### src/rtl/ps2_cmd_sequencer.sv
// PS/2 keyboard command sequencer: reset and LED commands with ack, resend and timeout.
// Define PS2_CMD_TYPEMATIC_EN to add the typematic-rate command (0xF3) at lowest priority.
module ps2_cmd_sequencer #(
  parameter int TIMEOUT   = 1000000,
  parameter int MAX_RETRY = 3
) (
  input  logic       clk,
  input  logic       rst_n,
  input  logic       reset_req,
  input  logic       led_req,
  input  logic [2:0] led_val,
`ifdef PS2_CMD_TYPEMATIC_EN
  input  logic       typematic_req,
  input  logic [6:0] typematic_val,
`endif
  output logic [7:0] tx_data,
  output logic       tx_write,
  input  logic       tx_write_ack,
  input  logic       tx_no_ack,
  input  logic [7:0] rx_scan_code,
  input  logic       rx_data_ready,
  output logic       rx_read,
  output logic       rx_claim,
  output logic       busy,
  output logic       done,
  output logic [1:0] err
);

  localparam int TW = $clog2(TIMEOUT + 1);
  localparam int RW = $clog2(MAX_RETRY + 2);

  typedef enum logic [2:0] {
    IDLE, SEND, WAIT_WACK, WAIT_RESP, WAIT_BAT, FINISH
  } state_t;

  typedef enum logic [1:0] {
    CMD_RST, CMD_LED, CMD_TYP
  } cmd_t;

  state_t          r_state;
  cmd_t            r_cmd;
  logic            r_idx;
  logic [RW-1:0]   r_retry;
  logic [TW-1:0]   r_timer;
  logic [7:0]      r_arg;
  logic [7:0]      r_tx_data;
  logic [2:0]      r_led_val;
  logic            r_pend_rst;
  logic            r_pend_led;
  logic            r_tx_write;
  logic            r_rx_read;
  logic            r_rx_seen;
  logic            r_done;
  logic [1:0]      r_err;

  logic            w_go_rst;
  logic            w_go_led;
  logic            w_fire;
  logic [2:0]      w_led_arg;
  logic [7:0]      w_byte;

`ifdef PS2_CMD_TYPEMATIC_EN
  logic            r_pend_typ;
  logic [6:0]      r_typ_val;
  logic            w_go_typ;
  logic [6:0]      w_typ_arg;

  assign w_go_typ  = typematic_req | r_pend_typ;
  assign w_typ_arg = typematic_req ? typematic_val : r_typ_val;
`endif

  assign w_go_rst  = reset_req | r_pend_rst;
  assign w_go_led  = led_req | r_pend_led;
  assign w_led_arg = led_req ? led_val : r_led_val;
  // one read per rx_data_ready assertion
  assign w_fire    = rx_data_ready & ~r_rx_seen;

  assign tx_data   = r_tx_data;
  assign tx_write  = r_tx_write;
  assign rx_read   = r_rx_read;
  assign busy      = (r_state != IDLE);
  assign rx_claim  = (r_state != IDLE);
  assign done      = r_done;
  assign err       = r_err;

  always_comb begin
    w_byte = 8'hFF;
    if (r_idx) begin
      w_byte = r_arg;
    end else begin
      case (r_cmd)
        CMD_LED: w_byte = 8'hED;
        CMD_TYP: w_byte = 8'hF3;
        default: w_byte = 8'hFF;
      endcase
    end
  end

  always_ff @(posedge clk or negedge rst_n) begin
    if (!rst_n) begin
      r_state    <= IDLE;
      r_cmd      <= CMD_RST;
      r_idx      <= 1'b0;
      r_retry    <= '0;
      r_timer    <= '0;
      r_arg      <= 8'h00;
      r_tx_data  <= 8'h00;
      r_led_val  <= 3'b000;
      r_pend_rst <= 1'b0;
      r_pend_led <= 1'b0;
      r_tx_write <= 1'b0;
      r_rx_read  <= 1'b0;
      r_rx_seen  <= 1'b0;
      r_done     <= 1'b0;
      r_err      <= 2'd0;
`ifdef PS2_CMD_TYPEMATIC_EN
      r_pend_typ <= 1'b0;
      r_typ_val  <= 7'd0;
`endif
    end else begin
      r_tx_write <= 1'b0;
      r_rx_read  <= 1'b0;
      r_done     <= 1'b0;
      if (led_req) r_led_val <= led_val;
`ifdef PS2_CMD_TYPEMATIC_EN
      if (typematic_req) r_typ_val <= typematic_val;
`endif
      if (!rx_data_ready) r_rx_seen <= 1'b0;

      case (r_state)
        IDLE: begin
          r_idx   <= 1'b0;
          r_retry <= '0;
          if (w_go_rst) begin
            r_cmd      <= CMD_RST;
            r_state    <= SEND;
            r_pend_rst <= 1'b0;
            r_pend_led <= w_go_led;
`ifdef PS2_CMD_TYPEMATIC_EN
            r_pend_typ <= w_go_typ;
`endif
          end else if (w_go_led) begin
            r_cmd      <= CMD_LED;
            r_arg      <= {5'b0, w_led_arg};
            r_state    <= SEND;
            r_pend_led <= 1'b0;
`ifdef PS2_CMD_TYPEMATIC_EN
            r_pend_typ <= w_go_typ;
`endif
          end
`ifdef PS2_CMD_TYPEMATIC_EN
          else if (w_go_typ) begin
            r_cmd      <= CMD_TYP;
            r_arg      <= {1'b0, w_typ_arg};
            r_state    <= SEND;
            r_pend_typ <= 1'b0;
          end
`endif
        end
        SEND: begin
          r_tx_data  <= w_byte;
          r_tx_write <= 1'b1;
          r_state    <= WAIT_WACK;
        end
        WAIT_WACK: begin
          if (tx_write_ack) begin
            r_state <= WAIT_RESP;
            r_timer <= TW'(TIMEOUT);
          end else if (tx_no_ack) begin
            r_state <= FINISH;
            r_done  <= 1'b1;
            r_err   <= 2'd1;
          end
        end
        WAIT_RESP: begin
          if (w_fire) begin
            r_rx_read <= 1'b1;
            r_rx_seen <= 1'b1;
          end
          if (w_fire && rx_scan_code == 8'hFA) begin
            r_retry <= '0;
            if (r_cmd == CMD_RST) begin
              r_state <= WAIT_BAT;
              r_timer <= TW'(TIMEOUT);
            end else if (!r_idx) begin
              r_idx   <= 1'b1;
              r_state <= SEND;
            end else begin
              r_state <= FINISH;
              r_done  <= 1'b1;
              r_err   <= 2'd0;
            end
          end else if (w_fire && rx_scan_code == 8'hFE) begin
            if (r_retry < RW'(MAX_RETRY)) begin
              r_retry <= r_retry + 1'b1;
              r_state <= SEND;
            end else begin
              r_state <= FINISH;
              r_done  <= 1'b1;
              r_err   <= 2'd3;
            end
          end else if (r_timer == TW'(1)) begin
            r_state <= FINISH;
            r_done  <= 1'b1;
            r_err   <= 2'd2;
          end else begin
            r_timer <= r_timer - 1'b1;
          end
        end
        WAIT_BAT: begin
          if (w_fire) begin
            r_rx_read <= 1'b1;
            r_rx_seen <= 1'b1;
          end
          if (w_fire && rx_scan_code == 8'hAA) begin
            r_state <= FINISH;
            r_done  <= 1'b1;
            r_err   <= 2'd0;
          end else if (w_fire && rx_scan_code == 8'hFC) begin
            r_state <= FINISH;
            r_done  <= 1'b1;
            r_err   <= 2'd3;
          end else if (r_timer == TW'(1)) begin
            r_state <= FINISH;
            r_done  <= 1'b1;
            r_err   <= 2'd2;
          end else begin
            r_timer <= r_timer - 1'b1;
          end
        end
        FINISH: r_state <= IDLE;
        default: r_state <= IDLE;
      endcase

      if (r_state != IDLE) begin
        if (reset_req) r_pend_rst <= 1'b1;
        if (led_req) r_pend_led <= 1'b1;
`ifdef PS2_CMD_TYPEMATIC_EN
        if (typematic_req) r_pend_typ <= 1'b1;
`endif
      end
    end
  end

endmodule
### config.mk
export PLATFORM = sky130hd
export DESIGN_NAME = ps2_cmd_sequencer
export DESIGN_NICKNAME = d
export VERILOG_FILES = /design/src/rtl/ps2_cmd_sequencer.sv
export SDC_FILE = /design/constraint.sdc
export NUM_CORES = 1
export LEC_CHECK = 0
export BUFFER_PORTS_ARGS = -buffer_cell sky130_fd_sc_hd__buf_2
export CAP_MARGIN = 0
export CORE_MARGIN = 5
export CORE_UTILIZATION = 45
export CTS_BUF_LIST = sky130_fd_sc_hd__clkbuf_4 sky130_fd_sc_hd__clkbuf_8 sky130_fd_sc_hd__clkbuf_16
export DETAILED_ROUTE_END_ITERATION = 6
export HOLD_SLACK_MARGIN = 0.05
export PLACE_DENSITY = 0.72
export SYNTH_ARGS = -nofsm -noshare
export SYNTH_HDL_FRONTEND = slang
export SYNTH_SLANG_ARGS = --single-unit
### constraint.sdc
create_clock -name clk -period 2.6 [get_ports clk]
set_clock_uncertainty 0.05 [all_clocks]
set_input_delay 0.13 -clock clk [delete_from_list [all_inputs] [get_ports clk]]
set_output_delay 0.13 -clock clk [all_outputs]
set_load 0.02 [all_outputs]
==> impl_metrics.env <==
export IMPL_vdd_drop_max_uv=453
export IMPL_crit_family="simple AND/OR/NAND/NOR gates"
export IMPL_syn_area_per_cell_sq_um=9.15
export IMPL_die_x_um=86.4
export IMPL_crit_buf_inv=2
export IMPL_dr_pass1_iters=5
export IMPL_drtIter0Drc=174
export IMPL_netlist_top_cells_area="dfrtp_1 45%, o21ai_0 4.8%, nand2_1 4.4%"
export IMPL_hold_buffers=6
export IMPL_cp_required_ps=2750
export IMPL_wl_met3_um=225
export IMPL_topRoutingLayerUsed="met4"
export IMPL_clock_sinks=47
export IMPL_numCtsBuffers=5
export IMPL_crit_type="flip-flop to flip-flop"
export IMPL_worst_path_max_fanout=11
export IMPL_dpl_cell_count=386
export IMPL_cp_arrival_ps=2400
export IMPL_area_growth_pct=14.6
export IMPL_antenna_found_initial=0
export IMPL_place_congestion=0.850
export IMPL_gr_total_overflow=0
export IMPL_netlist_area_sq_um=2630
export IMPL_grtUsageTotal=0.164
export IMPL_drc=0
export IMPL_drv_slew=0
export IMPL_cp_start_kind="flip-flop"
export IMPL_yosysMostFrequentCell="dfrtp_1"
export IMPL_clock_path_buffers=2
export IMPL_vias_per_cell=5.54
export IMPL_ys_seq_elements=47
export IMPL_clk_latency_ps=320
export IMPL_synth_cells=287
export IMPL_synth_commonest_cells="47 x dfrtp_1, 31 x nand2_1, 28 x nor2_1, 25 x o21ai_0, 15 x a21oi_1"
export IMPL_yosysSeqAreaShare=0.448
export IMPL_fin_crit_sh=0.865
export IMPL_synth_edf_count=0
export IMPL_yosys_cell_types_count=56
export IMPL_cts_tree="yes"
export IMPL_die_y_um=86.4
export IMPL_relSlewSlack=0.628
export IMPL_critPathSlowestCell="dfrtp_1"
export IMPL_synth_top_area_share=0.448
export IMPL_cap_violations=0
export IMPL_async_reset_ff_frac=1.00
export IMPL_hold_violations=0
export IMPL_dp_hpwl_mm=4.20
export IMPL_fmaxAchievable_ghz=0.444
export IMPL_num_vias=2214
export IMPL_setup_viol=0
export IMPL_cts_htree_levels=2
export IMPL_die_area_sq_um=7460
export IMPL_min_path_type="input pin to flip-flop"
export IMPL_ant_nets=0
export IMPL_crit_chain="nor2_1, nand2_1, o22ai_1, buf_4, nand2_4, nor2_2, buf_4, a21oi_1"
export IMPL_yosys_warnings=0
export IMPL_pre_cts_ws_ps=355
export IMPL_critical_path_top_cell_by_count="buf_4"
export IMPL_worstMarginPinSlew_ps=558
export IMPL_wl_met2_mm=2.66
export IMPL_status="finished, final reports clean"
export IMPL_io_pins=33
export IMPL_fin_ws_ps=350
export IMPL_finalNonFillerCells=400
export IMPL_routed_wl_mm=5.69
export IMPL_start_util=0.471
export IMPL_antennaDiodeCount=0
export IMPL_ys_flop_type="dfrtp_1"
export IMPL_cp_end_kind="flip-flop"
export IMPL_final_layout_size_suffix_gt1_frac=0.195
export IMPL_cts_resized=0
export IMPL_cpPeakStageDelay_ps=490
export IMPL_nets=348
export IMPL_rows=27
export IMPL_drt_met1_wl_mm=2.73
export IMPL_cts_setup_buffers=0
export IMPL_rsz0062_at_grt="false"
export IMPL_setup_tns_ps=0
export IMPL_post_route_min_period_ps=2250
export IMPL_wl_per_cell_um=14.2
export IMPL_root_buffer="clkbuf_8"
export IMPL_p_per_area_nw_per_um2=969
export IMPL_grt_max_degree=27
export IMPL_grt_pass1_wl_mm=9.94
export IMPL_p_leak_nw=1.27
export IMPL_syn_num_nets=308
export IMPL_clk_pin_slew_ps=110
export IMPL_yosys_area_top_type="dfrtp_1"
export IMPL_grt_pass1_vias=2147
export IMPL_core_area_sq_um=5570
export IMPL_portBuffers=32
metrics by stage:
step	power (mW)	hold slack, ps	area, sq um	util
6_report	2.92	78.8	3010	0.540
5_1_grt	3.17	81.5	3010	0.540
4_1_cts	2.95	60.0	3010	0.540
3_5_place_dp	2.45	106	2850	0.512
3_3_place_gp	2.42	104	2850	0.512
2_1_floorplan	2.15	-216	2630	-
power by group:
part	switching, mW	total [mW]	internal (mW)
Combinational	0.812	1.32	0.508
Sequential	0.180	1.11	0.933
Clock	0.281	0.485	0.203
Total	1.27	2.92	1.64
path summary, 6_finish.rpt:
kind,startpoint,to,slack (ps),depth (start not counted)
min reg2reg,tx_data[2]$_DFFE_PN0P_,tx_data[2]$_DFFE_PN0P_,420,2
max,r_state[1]$_DFFE_PN0P_,r_timer[5]$_DFFE_PN0P_,350,8
max in group asynchronous,rst_n,r_timer[15]$_DFFE_PN0P_,1480,3
min,led_req,r_led_val[0]$_DFF_PN0_,80,2
min in group asynchronous,rst_n,r_state[0]$_DFFE_PN0P_,280,2
max reg2reg,r_state[1]$_DFFE_PN0P_,r_timer[5]$_DFFE_PN0P_,350,8
routing by layer:
layer | track usage | up-vias
met5 | 0 | -
met1 | 0.225 | 1035
met4 | 0.0482 | 0
met3 | 0.0342 | 8
li1 | - | 1118
met2 | 0.262 | 53
kinds of logic (layout without fill, tap and decap cells):
kind of cell,count (synthesis),after routing,synth area share
AND/OR/NAND/NOR,127,127,0.255
AO/OA/AOI/OAI,73,73,0.179
flip-flops,47,47,0.448
buffers and inverters,22,63,0.0462
multiplexers,8,8,0.0334
XOR/XNOR,7,7,0.0234
adder cells (fa/ha/maj),3,3,0.0143
state kept, by name (all words and copies together) (netlist names):
signal,cells
done,1
err,2
r_arg,3
r_cmd,1
r_idx,1
r_led_val,3
r_pend_led,1
r_pend_rst,1
r_retry,3
r_rx_seen,1
r_state,3
r_timer,20
rx_read,1
tx_data,5
tx_write,1
layout by cell type, fill, tap and decap left out, drive strengths merged, types with 4 or more instances in the layout:
cell and n:
nand2 33, xor2 6, o21ai 26, nor2 29, a211oi 5, buf 41, nand3 12, or3 5
clkbuf 5, inv 11, a21oi 15, o31a 4, dfrtp 47, mux2 6, o21a 4, nor4 5
nand4 5, nor3 12, dlygate4sd3 6
layout make-up:
class	instances	area [sq um]
clock buffers	5	68.8
clock inverters	3	28.8
fillers	530	2560
inverters	8	30.0
multi-input cells	218	1330
flip-flops and latches	47	1180
well taps	72	90.1
repair buffers	47	288
(Power assumes the default switching activity.)
